[src/rtl/mouse_byte_receiver.sv]
// -----------------------------------------------------------------------------
// mouse_byte_receiver
//
// PS/2 device-to-host byte receiver. Synchronizes the mouse clock and data
// lines into the CLK domain, detects falling edges of the mouse clock, and
// deframes each 11-bit PS/2 frame: start bit (0), eight data bits LSB first,
// an odd-parity bit and a stop bit (1). Each completed frame is presented
// with a one-cycle BYTE_READY strobe and a 2-bit error code. Frames that
// have a parity or stop-bit error are still delivered. The consumer decides
// what to do with them.
//
// A frame that stalls for longer than TIMEOUT_CYCLES between mouse-clock
// falling edges is abandoned without a strobe. This lets the receiver
// recover from a device that stops clocking partway through a frame.
//
// Parameters
//   TIMEOUT_CYCLES  max CLK cycles between mouse-clock falling edges in a frame
//
// Ports
//   CLK              in   system clock, all logic on posedge
//   RESET            in   synchronous active-high reset
//   CLK_MOUSE_IN     in   PS/2 clock line (asynchronous to CLK)
//   DATA_MOUSE_IN    in   PS/2 data line (asynchronous to CLK)
//   READ_ENABLE      in   a new frame may only begin while high
//   BYTE_READ        out  last received data byte
//   BYTE_ERROR_CODE  out  [0] parity error, [1] stop-bit error
//   BYTE_READY       out  one-cycle strobe, BYTE_READ/BYTE_ERROR_CODE valid
// -----------------------------------------------------------------------------
module mouse_byte_receiver #(
    parameter int TIMEOUT_CYCLES = 50000
) (
    input  logic       CLK,
    input  logic       RESET,
    input  logic       CLK_MOUSE_IN,
    input  logic       DATA_MOUSE_IN,
    input  logic       READ_ENABLE,
    output logic [7:0] BYTE_READ,
    output logic [1:0] BYTE_ERROR_CODE,
    output logic       BYTE_READY
);

    // -------------------------------------------------------------------------
    // Line synchronizers
    // -------------------------------------------------------------------------
    // Index 0 is the mouse clock and index 1 is the mouse data. Both lines go
    // through identical 2-flop chains. Because the latency is the same, a data
    // bit that is stable around a clock falling edge at the pins is still
    // aligned with that edge after synchronization.
    localparam int N_LINES = 2;
    localparam int LINE_CLK  = 0;
    localparam int LINE_DATA = 1;

    logic [N_LINES-1:0] line_pins;
    logic [N_LINES-1:0] line_sync;

    assign line_pins[LINE_CLK]  = CLK_MOUSE_IN;
    assign line_pins[LINE_DATA] = DATA_MOUSE_IN;

    generate
        for (genvar gi = 0; gi < N_LINES; gi++) begin : g_sync
            logic meta_reg;
            logic sync_reg;

            // The PS/2 lines idle high. The flops reset to 1 so that leaving
            // reset does not look like a falling edge.
            always_ff @(posedge CLK) begin
                if (RESET) begin
                    meta_reg <= 1'b1;
                    sync_reg <= 1'b1;
                end else begin
                    meta_reg <= line_pins[gi];
                    sync_reg <= meta_reg;
                end
            end

            assign line_sync[gi] = sync_reg;
        end
    endgenerate

    logic mouse_clk_sync;
    logic mouse_data_sync;

    assign mouse_clk_sync  = line_sync[LINE_CLK];
    assign mouse_data_sync = line_sync[LINE_DATA];

    // -------------------------------------------------------------------------
    // Falling-edge detect on the synchronized mouse clock
    // -------------------------------------------------------------------------
    logic clk_prev_reg;
    logic fe;

    always_ff @(posedge CLK) begin
        if (RESET) begin
            clk_prev_reg <= 1'b1;
        end else begin
            clk_prev_reg <= mouse_clk_sync;
        end
    end

    // High for exactly one CLK when the synchronized clock goes 1 -> 0.
    assign fe = clk_prev_reg & ~mouse_clk_sync;

    // -------------------------------------------------------------------------
    // Frame state machine
    // -------------------------------------------------------------------------
    typedef enum logic [1:0] {
        ST_IDLE   = 2'd0,
        ST_DATA   = 2'd1,
        ST_PARITY = 2'd2,
        ST_STOP   = 2'd3
    } state_t;

    // The counter must be able to hold TIMEOUT_CYCLES itself.
    localparam int TW = (TIMEOUT_CYCLES < 2) ? 1 : $clog2(TIMEOUT_CYCLES + 1);
    localparam logic [TW-1:0] TIMEOUT_LIMIT = TW'(TIMEOUT_CYCLES);

    state_t          state_reg;
    logic [2:0]      bit_cnt_reg;
    logic [7:0]      shift_reg;
    logic            parity_reg;
    logic [TW-1:0]   timeout_reg;
    logic            timed_out;

    // The timeout only applies inside a frame. An edge in the same cycle as
    // the limit wins, so the frame keeps going.
    assign timed_out = (state_reg != ST_IDLE) && !fe &&
                       (timeout_reg == TIMEOUT_LIMIT);

    always_ff @(posedge CLK) begin
        if (RESET) begin
            state_reg       <= ST_IDLE;
            bit_cnt_reg     <= 3'd0;
            shift_reg       <= 8'h00;
            parity_reg      <= 1'b0;
            timeout_reg     <= '0;
            BYTE_READ       <= 8'h00;
            BYTE_ERROR_CODE <= 2'b00;
            BYTE_READY      <= 1'b0;
        end else begin
            // The strobe is only raised by the stop-bit branch below.
            BYTE_READY <= 1'b0;

            if (timed_out) begin
                // Abandon the partial frame. The outputs keep the last
                // delivered byte.
                state_reg   <= ST_IDLE;
                timeout_reg <= '0;
            end else begin
                if (fe || (state_reg == ST_IDLE)) begin
                    timeout_reg <= '0;
                end else begin
                    timeout_reg <= timeout_reg + 1'b1;
                end

                case (state_reg)
                    ST_IDLE: begin
                        // READ_ENABLE gates only the start of a frame. After
                        // that the frame always runs to completion.
                        if (fe && READ_ENABLE && !mouse_data_sync) begin
                            state_reg   <= ST_DATA;
                            bit_cnt_reg <= 3'd0;
                            shift_reg   <= 8'h00;
                        end
                    end

                    ST_DATA: begin
                        if (fe) begin
                            shift_reg[bit_cnt_reg] <= mouse_data_sync;
                            bit_cnt_reg            <= bit_cnt_reg + 3'd1;
                            if (bit_cnt_reg == 3'd7) begin
                                state_reg <= ST_PARITY;
                            end
                        end
                    end

                    ST_PARITY: begin
                        if (fe) begin
                            parity_reg <= mouse_data_sync;
                            state_reg  <= ST_STOP;
                        end
                    end

                    ST_STOP: begin
                        if (fe) begin
                            BYTE_READ <= shift_reg;
                            // Odd parity: data bits plus the parity bit must
                            // contain an odd number of ones.
                            BYTE_ERROR_CODE[0] <= ~(^shift_reg ^ parity_reg);
                            // The stop bit must be 1.
                            BYTE_ERROR_CODE[1] <= ~mouse_data_sync;
                            BYTE_READY         <= 1'b1;
                            state_reg          <= ST_IDLE;
                        end
                    end

                    default: begin
                        state_reg <= ST_IDLE;
                    end
                endcase
            end
        end
    end

endmodule
[config.mk]
export PLATFORM = sky130hd
export DESIGN_NAME = mouse_byte_receiver
export DESIGN_NICKNAME = d
export VERILOG_FILES = /design/src/rtl/mouse_byte_receiver.sv
export SDC_FILE = /design/constraint.sdc
export NUM_CORES = 1
export LEC_CHECK = 0
export ABC_AREA = 1
export BUFFER_PORTS_ARGS = -buffer_cell sky130_fd_sc_hd__buf_2
export CAP_MARGIN = 20
export CORE_MARGIN = 3
export CORE_UTILIZATION = 50
export CTS_BUF_LIST = sky130_fd_sc_hd__clkbuf_8
export CTS_CLUSTER_SIZE = 10
export DETAILED_ROUTE_END_ITERATION = 12
export HOLD_SLACK_MARGIN = 0.1
export PLACE_DENSITY = 0.7
export SKIP_LAST_GASP = 1
export SYNTH_ARGS = -nofsm -noshare
export SYNTH_HDL_FRONTEND = slang
export SYNTH_SLANG_ARGS = --single-unit
[constraint.sdc]
create_clock -name CLK -period 3.4 [get_ports CLK]
set_clock_uncertainty 0.2 [all_clocks]
set_input_delay 0.34 -clock CLK [delete_from_list [all_inputs] [get_ports CLK]]
set_output_delay 0.34 -clock CLK [all_outputs]
set_load 0.01 [all_outputs]
* After elaboration in Yosys (flattened, before gate mapping)
Index checks and enable logic that the tools add are counted.
** Cells by class
- Add/sub/neg operators :: 2
- Magnitude comparators :: 2
- Equal/unequal tests :: 10
- Mux-type cells :: 16
- Bitwise logic cells :: 7
- Reductions and logical operators :: 19
** Operators with widths (number)
- 16-bit by 1-bit adder with 16-bit output, second input constant :: 1
- 16-bit == test, second input constant :: 1
- 8-bit two-way mux :: 2
- 8-bit one-hot mux with 2 select lines :: 1
- 2-bit two-way mux :: 5
- 8-bit bitwise mux :: 1
- 2-bit inequality test, second input constant :: 4
- 2-bit one-hot mux with 4 select lines :: 1
- 8-bit parity :: 1
- 3-bit two-way mux :: 2
- 3-bit one-hot mux with 2 select lines :: 1
- 3-bit AND reduction :: 2
- 3-bit OR reduction :: 2
- 1-bit logical AND :: 5
- 1-bit NOT :: 5
- 5-bit AND reduction :: 1
- 2-bit == test, second input constant :: 2
- 3-bit by 4-bit < comparator with 1-bit output, second input constant :: 1
- 4-bit AND reduction :: 1
- 2-bit nonzero test :: 2
- 3-bit by 1-bit adder with 3-bit output, second input constant :: 1
- 1-bit demux with 3-bit select :: 1
- 3-bit == test, second input constant :: 1
- 3-bit by 1-bit >= comparator with 1-bit output, second input constant :: 1
- 9 further kinds :: 11
** Storage, ports and cells
- Bits in registers :: 46
- Bits of input ports :: 5
- Output and inout port bits :: 11
- Word-level logic and storage cells :: 69

* Depth between registers and ports, before layout
- Depth in word-level cells :: 7
- Depth in mapped cells :: 10
- Mapped depth without buffers :: 10

* Worst setup path after synthesis
No wires, ideal clock.
- Path kind :: reg-to-reg
- Start point :: reg state_reg[0]
- End point :: reg bit_cnt_reg[0]
- Library setup time :: 0.117 ns
- Arrival :: 1.224 ns
- Slack :: 1.859 ns
- Stages on the path, launching flop included :: 10
- Cells stage by stage :: dfxtp_1 inv_1 ha_1 o21ai_0 nand2_1 nor2_1 buf_2 inv_1 a21oi_1 nor2_1
** On the way
- Cells in the longest elaborated chain, start to end :: 5
- Elaborated cells between the ends (all ways) :: 11
** Ends and longest elaborated chain
- start, declared :: RTL line 117 : state_t state_reg;
- start signal, assigned :: RTL line 131 : state_reg <= ST_IDLE;
- start signal, assigned :: RTL line 146 : state_reg <= ST_IDLE;
- start signal, assigned :: RTL line 160 : state_reg <= ST_DATA;
- branches (longest 5 deep; another with 4-bit AND reduction)
- end signal, assigned :: RTL line 169 : bit_cnt_reg <= bit_cnt_reg + 3'd1;
- end, declared :: RTL line 118 : logic [2:0] bit_cnt_reg;
Several ways; the timed one is not identified.
A chain may end at the register's enable or synchronous reset.

* Worst setup path in the final report
- Start point :: reg state_reg[1]
- End point :: reg state_reg[1]
** On the way
- Cells in the longest elaborated chain, start to end :: 4
- Elaborated cells between the ends (all ways) :: 15
** Ends and longest elaborated chain
- branches (longest 4 deep; another with 5-bit AND reduction)
Several ways; the timed one is not identified.

==> impl_results.rst <==
.. list-table::
   :header-rows: 1

   * - Metric
     - Value
   * - Rel. slew slack
     - 45.43%
   * - Antenna diodes
     - 0
   * - FF-to-FF Start
     - state_reg[1]
   * - Buffer cell driving the clock tree root
     - sky130_fd_sc_hd__clkbuf_8
   * - Fraction of registers with async set/reset
     - 0%
   * - Share of cells above drive strength 1
     - 12.99%
   * - Critical path data required time
     - 3.42 ns
   * - Final setup violation count
     - 0
   * - Run status
     - complete, no violations
   * - Clock transition at the registers of the reported paths
     - 0.08 ns
   * - I/O pins
     - 16
   * - Antenna violations before repair
     - 0
   * - Number of endpoints with negative hold slack in the final report
     - 0
   * - Number of warnings reported in the yosys synthesis log
     - 0
   * - Library cells used by synthesis
     - 27
   * - Wire length of the first global-routing pass
     - 7.417 mm
   * - Largest cells by area after synthesis
     - sky130_fd_sc_hd__dfxtp_1, sky130_fd_sc_hd__nand2_1, sky130_fd_sc_hd__nor2_1
   * - Summed instance area of the synthesized netlist
     - 2176 um^2
   * - TritonRoute pass-1 iters
     - 5
   * - Data arrival time at the worst-slack endpoint
     - 2.08 ns
   * - Register area share after synthesis
     - 42.32%
   * - Gr usage total
     - between 15 and 20%
   * - Worst min path class
     - in2reg
   * - Post-placement cell count
     - 348
   * - Total power
     - 1001 uW
   * - Row count
     - 23
   * - Area grow syn2layout
     - 9.891%
   * - Placed Area
     - 2280 um^2
   * - Hold path endpoint
     - shift_reg[2]
   * - Y dimension of the die
     - 71.97 um
   * - Fraction of synthesized cell area taken by the top area cell type
     - 42.32%
   * - Pins over their slew limit
     - 0
   * - Total Die Area
     - 5179 um^2
   * - Clock Latency Late Sink
     - 0.29 ns
   * - Gp weighted congestion
     - 0.8784
   * - Upper clock frequency limit
     - 484.5 MHz
   * - Endpoint class of the critical path
     - flip-flop
   * - Final cell count without fillers
     - approximately 360
   * - Max VDD drop
     - 0.0003161 V
   * - Remaining global-route overflow
     - 0
   * - NumNets Final
     - 320
   * - Fill count
     - 393
   * - Detailed-placement wirelength estimate
     - 2.947 mm
   * - Post-synthesis register bit count
     - 46
   * - Hold Crit Depth
     - 2
   * - MaxCap Viol Count
     - 0
   * - Shortest period the worst path allows
     - 2.064 ns
   * - Vias/cell
     - roughly 5.1
   * - Top fanout value on the critical path
     - 13
   * - Launch point of the worst hold path
     - RESET
   * - Buffers on Ports
     - 15
   * - Type of the worst setup path
     - reg2reg
   * - Number of enable flip-flop cells after synthesis
     - 0
   * - Cell type with the largest total area after synthesis
     - sky130_fd_sc_hd__dfxtp_1
   * - RSZ-0062 raised after global routing
     - false
   * - Leakage Power
     - 0.0009460 uW
   * - Post-CTS setup repair buffer count
     - 0
   * - Sinks on the clock net
     - 46
   * - Worst R2R Setup Slack
     - 1.34 ns
   * - Worst flop-to-flop path endpoint
     - state_reg[1]
   * - Vias after detailed routing
     - 1808
   * - Most common cell in the netlist
     - sky130_fd_sc_hd__dfxtp_1
   * - Pwr dens
     - about 420 nW/um^2
   * - Largest net degree at the start of global routing
     - 21
   * - Number of design-rule violations left by the first detailed-router iteration
     - 149
   * - Starting density of the core
     - 53.25%
   * - Depth of the most critical reg-to-reg path
     - 7
   * - Number of standard cells after synthesis
     - 290
   * - H-Tree Level Count
     - 2
   * - Max FFs per register
     - 16
   * - Number of antenna-violating nets in the routed design
     - 0
   * - Tcrit/Tclk final
     - between 60% and 70%
   * - Average cell area after synthesis
     - 7.503 um^2
   * - Prevailing post-synth register cell
     - sky130_fd_sc_hd__dfxtp_1
   * - Final standard cell area without fillers
     - 2391 um^2
   * - Most common library cells after synthesis
     - sky130_fd_sc_hd__dfxtp_1, sky130_fd_sc_hd__nand2_1, sky130_fd_sc_hd__nor2_1, sky130_fd_sc_hd__inv_1, sky130_fd_sc_hd__o21ai_0
   * - Max Buffers Root-to-Sink
     - 2
   * - Aggregate negative setup slack
     - 0 ns
   * - Worst hold margin
     - 0.1946 ns
   * - WL final
     - 4.170 mm
   * - Core area
     - 4086 um^2
   * - Net count of the mapped netlist
     - 303
   * - Inserted Clock Buffers
     - 5
   * - Least-Margin Pin Slew
     - 0.8155 ns
   * - Remaining DRCs
     - 0
   * - Wire length per cell after detailed routing
     - about 12 um
   * - TritonCTS clock tree
     - yes
   * - Vias in the first global route
     - 1729
   * - Kind of start point of the critical path
     - flip-flop
   * - Die span in x
     - roughly 72 um
[worst max-delay path by stage]
stage	from	end	slack, ns	cells past startpoint
after detailed placement	state_reg[1]	state_reg[0]	1.40	7
after global placement	state_reg[1]	state_reg[1]	1.42	7
after floorplan	state_reg[0]	bit_cnt_reg[0]	1.86	9
after CTS	state_reg[1]	state_reg[1]	1.34	7
after global routing	state_reg[1]	BYTE_READ[3]	1.09	6
final	state_reg[1]	state_reg[1]	1.34	7
[routing by layer]
| layer | global-route usage, % | wire (um) |
|---|---|---|
| met5 | 0 | 0 |
| met4 | 5.010 | 48 |
| met3 | 4.155 | 151 |
| met2 | 27.55 | 1727 |
| met1 | 24.54 | 2242 |
[cell usage in the layout (no fill, tap or decap), drive strengths merged]
master	count
dfxtp	46
nand2	45
nor2	37
inv	35
o21ai	26
a21oi	26
buf	16
nand3	14
nor3	14
nand4	13
ha	8
or2	8
xor2	7
clkbuf	6
xnor2	3
dlygate4sd3	2
nand3b	1
clkinv	1
[layout make-up]
class	count	area [um^2]	share of cell area (%)
clock inverter	2	8.758	0.3663
multi-input combinational	202	1086	45.42
timing repair buffer	18	102.6	4.291
sequential	46	920.9	38.51
inverter	34	127.6	5.338
clock buffer	6	82.58	3.454
tap	50	62.56	2.616
[kinds of logic after synthesis]
group | synth area share, %
xor+xnor | 4.026
flops | 42.32
simple gates | 28.98
compound gates | 12.31
fa+ha+maj | 4.601
buf+inv | 7.763
[metrics by stage]
stage | setup WS [ns] | utilization (%)
detailed placement | 1.405 | 55.79
CTS | 1.340 | 58.51
floorplan | 1.859 | -
finish | 1.336 | 58.51
global placement | 1.425 | 55.79
global route | 1.094 | 58.51
[power by group]
part	switching [uW]	internal (uW)	total (uW)	leakage [uW]
clock network	173	161	334	0.0000524
logic	78.2	32.8	111	0.000522
registers	8.42	548	557	0.000372
total	259	742	1000	0.000946
[critical path: stages, from the launching register on]
cell and delay, ns:
sky130_fd_sc_hd__dfxtp_1 0.34, sky130_fd_sc_hd__inv_1 0.09, sky130_fd_sc_hd__ha_1 0.44, sky130_fd_sc_hd__inv_1 0.24
sky130_fd_sc_hd__nor2_1 0.14, sky130_fd_sc_hd__o21ai_1 0.12, sky130_fd_sc_hd__or2_2 0.29, sky130_fd_sc_hd__a21oi_1 0.14
[timing repair]
action                                 CTS  global route
endpoints found under the hold margin    2             0
hold buffers                             2             0
gates resized for setup                  0             0
No activity file was read; power rests on OpenSTA's default activity.
